### src/rtl/cfglut_loader.sv
// cfglut_loader
//   Serial configuration loader for a chain of CFGLUT5-style reconfigurable
//   LUTs. Accepts 32-bit truth tables over a valid/ready handshake and shifts
//   each one MSB first into the chain over 32 clocks. It simultaneously
//   captures the bits displaced from the end of the chain as readback words.
//
// Ports
//   CLK       clock, rising edge
//   RST       asynchronous active-high reset
//   WR_VALID  WR_DATA holds a word to load
//   WR_READY  word accepted this cycle when WR_VALID is also high
//   WR_DATA   truth table, bit 31 shifted first
//   CFG_CE    shift enable to every LUT in the chain
//   CFG_CDI   serial data into the first LUT
//   CFG_CDO   serial data out of the last LUT
//   RB_VALID  one-cycle pulse, RB_DATA holds a fresh readback word
//   RB_DATA   word shifted out of the last LUT, first-out bit in bit 31
//   BUSY      shift in progress (same as CFG_CE)
//   DONE      one-cycle pulse after every NUM_LUTS-th completed word
module cfglut_loader #(
  parameter int NUM_LUTS = 4
) (
  input  logic        CLK,
  input  logic        RST,
  input  logic        WR_VALID,
  output logic        WR_READY,
  input  logic [31:0] WR_DATA,
  output logic        CFG_CE,
  output logic        CFG_CDI,
  input  logic        CFG_CDO,
  output logic        RB_VALID,
  output logic [31:0] RB_DATA,
  output logic        BUSY,
  output logic        DONE
);

  localparam int WCW = (NUM_LUTS > 1) ? $clog2(NUM_LUTS) : 1;
  localparam logic [WCW-1:0] WORD_LAST = WCW'(NUM_LUTS - 1);

  typedef enum logic {
    IDLE  = 1'b0,
    SHIFT = 1'b1
  } state_t;

  state_t         state;
  state_t         state_nxt;
  logic           accept;
  logic           last_bit;
  logic [31:0]    shreg;
  logic [31:0]    rb_shift;
  logic [4:0]     bit_cnt;
  logic [WCW-1:0] word_cnt;

  // The 32nd shift cycle is the only point inside SHIFT where a new word
  // may be taken, which gives gapless back-to-back loading.
  assign last_bit = (state == SHIFT) && (bit_cnt == 5'd31);

  always_comb begin
    state_nxt = state;
    WR_READY  = 1'b0;
    accept    = 1'b0;
    WR_READY  = !RST && ((state == IDLE) || last_bit);
    accept    = WR_VALID && WR_READY;
    case (state)
      IDLE:    if (accept) state_nxt = SHIFT;
      SHIFT:   if (last_bit && !accept) state_nxt = IDLE;
      default: state_nxt = IDLE;
    endcase
  end

  always_ff @(posedge CLK or posedge RST) begin
    if (RST) state <= IDLE;
    else     state <= state_nxt;
  end

  // Shift register, counters and registered outputs. CFG_CE follows the
  // next state so it is a clean flop output that is high exactly while the
  // FSM sits in SHIFT; the async reset drops it without waiting for a clock.
  always_ff @(posedge CLK or posedge RST) begin
    if (RST) begin
      shreg    <= '0;
      bit_cnt  <= '0;
      word_cnt <= '0;
      CFG_CE   <= 1'b0;
      RB_VALID <= 1'b0;
      RB_DATA  <= '0;
      DONE     <= 1'b0;
    end else begin
      RB_VALID <= 1'b0;
      DONE     <= 1'b0;
      CFG_CE   <= (state_nxt == SHIFT);
      if (accept) begin
        shreg   <= WR_DATA;
        bit_cnt <= '0;
      end else if (state == SHIFT) begin
        shreg   <= {shreg[30:0], 1'b0};
        bit_cnt <= bit_cnt + 5'd1;
      end
      if (last_bit) begin
        RB_VALID <= 1'b1;
        RB_DATA  <= {rb_shift[30:0], CFG_CDO};
        if (word_cnt == WORD_LAST) begin
          word_cnt <= '0;
          DONE     <= 1'b1;
        end else begin
          word_cnt <= word_cnt + WCW'(1);
        end
      end
    end
  end

  // Readback shifter: every word fully rewrites it over 32 shifts, so it
  // needs no reset.
  always_ff @(posedge CLK) begin
    if (state == SHIFT) rb_shift <= {rb_shift[30:0], CFG_CDO};
  end

  assign CFG_CDI = shreg[31];
  assign BUSY    = CFG_CE;

endmodule

### config.mk
export PLATFORM = sky130hd
export DESIGN_NAME = cfglut_loader
export DESIGN_NICKNAME = d
export VERILOG_FILES = /design/src/rtl/cfglut_loader.sv
export SDC_FILE = /design/constraint.sdc
export NUM_CORES = 1
export LEC_CHECK = 0
export BUFFER_PORTS_ARGS = -buffer_cell sky130_fd_sc_hd__buf_4
export CAP_MARGIN = 0
export CELL_PAD_IN_SITES_DETAIL_PLACEMENT = 0
export CELL_PAD_IN_SITES_GLOBAL_PLACEMENT = 2
export CORE_ASPECT_RATIO = 1.1
export CORE_UTILIZATION = 42
export CTS_CLUSTER_SIZE = 16
export DETAILED_ROUTE_END_ITERATION = 16
export GPL_ROUTABILITY_DRIVEN = 1
export PLACE_DENSITY_LB_ADDON = 0.1
export SLEW_MARGIN = 0
export SYNTH_ARGS = -nofsm -noshare
export SYNTH_HDL_FRONTEND = slang
export SYNTH_SLANG_ARGS = --single-unit
### constraint.sdc
create_clock -name CLK -period 4.2 [get_ports CLK]
set_input_delay 0.21 -clock CLK [delete_from_list [all_inputs] [get_ports CLK]]
set_output_delay 0.21 -clock CLK [all_outputs]
set_load 0.005 [all_outputs]
==> results.md <==
- Status: finished, final reports clean
- CTS tree: yes
- Via/cell ratio: 5.08
- Multi-input logic area: 1290 µm²
- DR DRC count: 0
- Clock sink count: 105
- Max_slew headroom: 0.326
- Fin. Hold Viols: 0
- Post-DP HPWL: 4290 µm
- CTS max path bufs: 2
- Post-CTS Hold Fix Bufs: 1
- Fillers: 891
- Mapped Nets: 322
- Post-layout minimum cycle time: 2580 ps
- Pwr Density: 657 nW/µm²
- Die Ht: 107 µm
- Setup WS pre-CTS: 1560 ps
- CP arrival: 2780 ps
- Final Max Tran Viols: 0
- Depth of the CTS H-tree: 3
- Routed WL per cell: 14.9 µm
- Overall power: 3290 µW
- R2r worst-path depth: 6
- Initial Util: 0.431
- RSZ-0062 raised after global routing: false
- Count leader, synth: dfrtp_1
- Synthesized area per cell: 14.9 µm²
- WP data required: 4390 ps
- Core area: 9790 µm²
- Setup Viol. Count Final: 0
- Antenna viol nets, final: 0
- Number of max-cap violations: 0
- Count of warnings emitted by yosys: 0
- Clock buffer count from CTS: 9
- Initial antenna violation count: 0
- Routed via count: 2412
- Cells after Synth: 283
- Port bufs: 73
- Post-CTS Resized: 0
- Clk Latency, worst-skew pair: 360 ps
- # rows: 38
- Highest clock rate: 387 MHz
- Mapped Area: 4220 µm²
- Final core utilization: 0.511
- Hold/Removal Path Class: input port to flop
- Clock transition at path regs: 110 ps
- Static Leak: 0.00245 µW
- CP startpoint: bit_cnt[0]
- Slew @ Worst Pin: 1010 ps
- First-pass GRT wire length: 12100 µm
- Io pins: 74
- CP endpoint kind: flop
- Worst setup margin: 1620 ps
- DR iter-0 viols: 82
- Type of origin of the critical path: flop
- Largest area contributor in the netlist: dfrtp_1
- Peak supply drop: 0.198 mV
- Async SR Flop Fraction: 0.705
- Clk_skew: 13.4 ps
- Met2 Usage GRT: 0.231
- Gr ovfl total: 0
- Final Cycle Share: 0.615
- #FFs+latches synth: 105
- Gpl congestion: 0.680
- Yosys top cell area share: 0.439
- Reg area: 2790 µm²
- Hold path start: CFG_CDO
- Reg-to-reg critical path startpoint: bit_cnt[0]
- Count of different cell masters after synthesis: 27
- Syn-to-layout area delta: 18.6%
- Vias in the first global route: 2470
- Post-synth top cells: 74 x dfrtp_1, 33 x mux2_2, 33 x mux2i_1
- Clock root cell: clkbuf_8
- Drt first pass iters: 4
- Postcts setup bufs: 0
- Register area share after synthesis: 0.660
- Pin count of the biggest net entering global routing: 72
- Setup CP Type: flop to flop
- Final wirelength: 7100 µm
- Ys flop type: dfrtp_1
- Hold depth: 1
- Ratio of cells with drive above 1 in the final layout: 0.437
- Fin Setup TNS: 0 ps
- GRT Util Overall: 0.148
- EDFF count, synth: 31
- Final Hold Slack: 22.3 ps
- GRT busiest layer: met2
- Grt met1 use: 0.200
- Final net count: 389
- Die W: 97.5 µm
- Synth top area cells: dfrtp_1 44%, edfxtp_1 22%, mux2_2 8.8%
- Area of the die: 10400 µm²
- GR Util met3: 0.0319
- N_diodes: 0
- Crit-path max FO: 37
[kinds of logic (layout without fill, tap and decap cells)]
logic type      after synthesis  in the layout  synth area share
buf+inv                      23             95            0.0350
mux                          66             66             0.166
fa+ha+maj                     3              3           0.00890
flops                       105            105             0.660
compound gates               33             33            0.0620
simple gates                 50             50            0.0614
xor+xnor                      3              3           0.00623
[worst max-delay path, stage by stage (launching register included)]
cell and delay, ps:
dfrtp_1 400, ha_1 170, and3_1 160, ha_1 190, nand2b_4 370, and2_2 890, o21ai_0 220
[flip-flops by register name (all words and copies together) (netlist names)]
signal,flops
DONE,1
RB_DATA,32
BUSY,1
bit_cnt,5
rb_shift,31
word_cnt,2
shreg,32
RB_VALID,1
[power by group]
| group | switching (µW) | total [µW] | leakage, µW | internal (µW) |
|---|---|---|---|---|
| logic | 392 | 898 | 0.00107 | 506 |
| registers | 232 | 1800 | 0.00129 | 1570 |
| clock network | 358 | 585 | 0.0000963 | 227 |
[stage by stage]
step | area [µm²] | cells
4_1_cts | 5000 | 475
5_1_grt | 5000 | 475
3_3_place_gp | 4810 | 458
6_report | 5000 | 475
3_5_place_dp | 4810 | 458
2_1_floorplan | 4220 | 283
[final timing paths]
path | to | slack (ps)
setup / recovery | shreg[28] | 1620
hold / removal | rb_shift[0] | 20
setup reg to reg | shreg[28] | 1620
hold reg to reg | rb_shift[16] | 450
max in group asynchronous | BUSY | 2740
min in group asynchronous | shreg[9] | 490
[metal layers]
metal / up-vias / wire length [µm]
met3: 10 / 286
met1: 1191 / 3360
li1: 1155 / -
met2: 56 / 3330
met5: - / 0
met4: 0 / 123
[layout make-up]
type | count | share of cell area
Clock buffer | 9 | 0.0248
Clock inverter | 7 | 0.0125
Inverter | 2 | 0.00175
Multi-Input combinational cell | 155 | 0.258
Sequential cell | 105 | 0.557
Tap cell | 120 | 0.0300
Timing Repair Buffer | 77 | 0.116
[cell usage in the layout (no fill, tap or decap), types with 3 or more instances in the layout]
| cell type | n |
|---|---|
| o21ai_0 | 7 |
| nand2_1 | 3 |
| o21ai_2 | 25 |
| clkbuf_8 | 9 |
| ha_1 | 3 |
| mux2_2 | 33 |
| nor2_1 | 5 |
| dfrtp_1 | 73 |
| mux2i_1 | 33 |
| nand3_1 | 32 |
| buf_4 | 76 |
| edfxtp_1 | 31 |
Note: power is estimated with default switching activity, not from simulation.
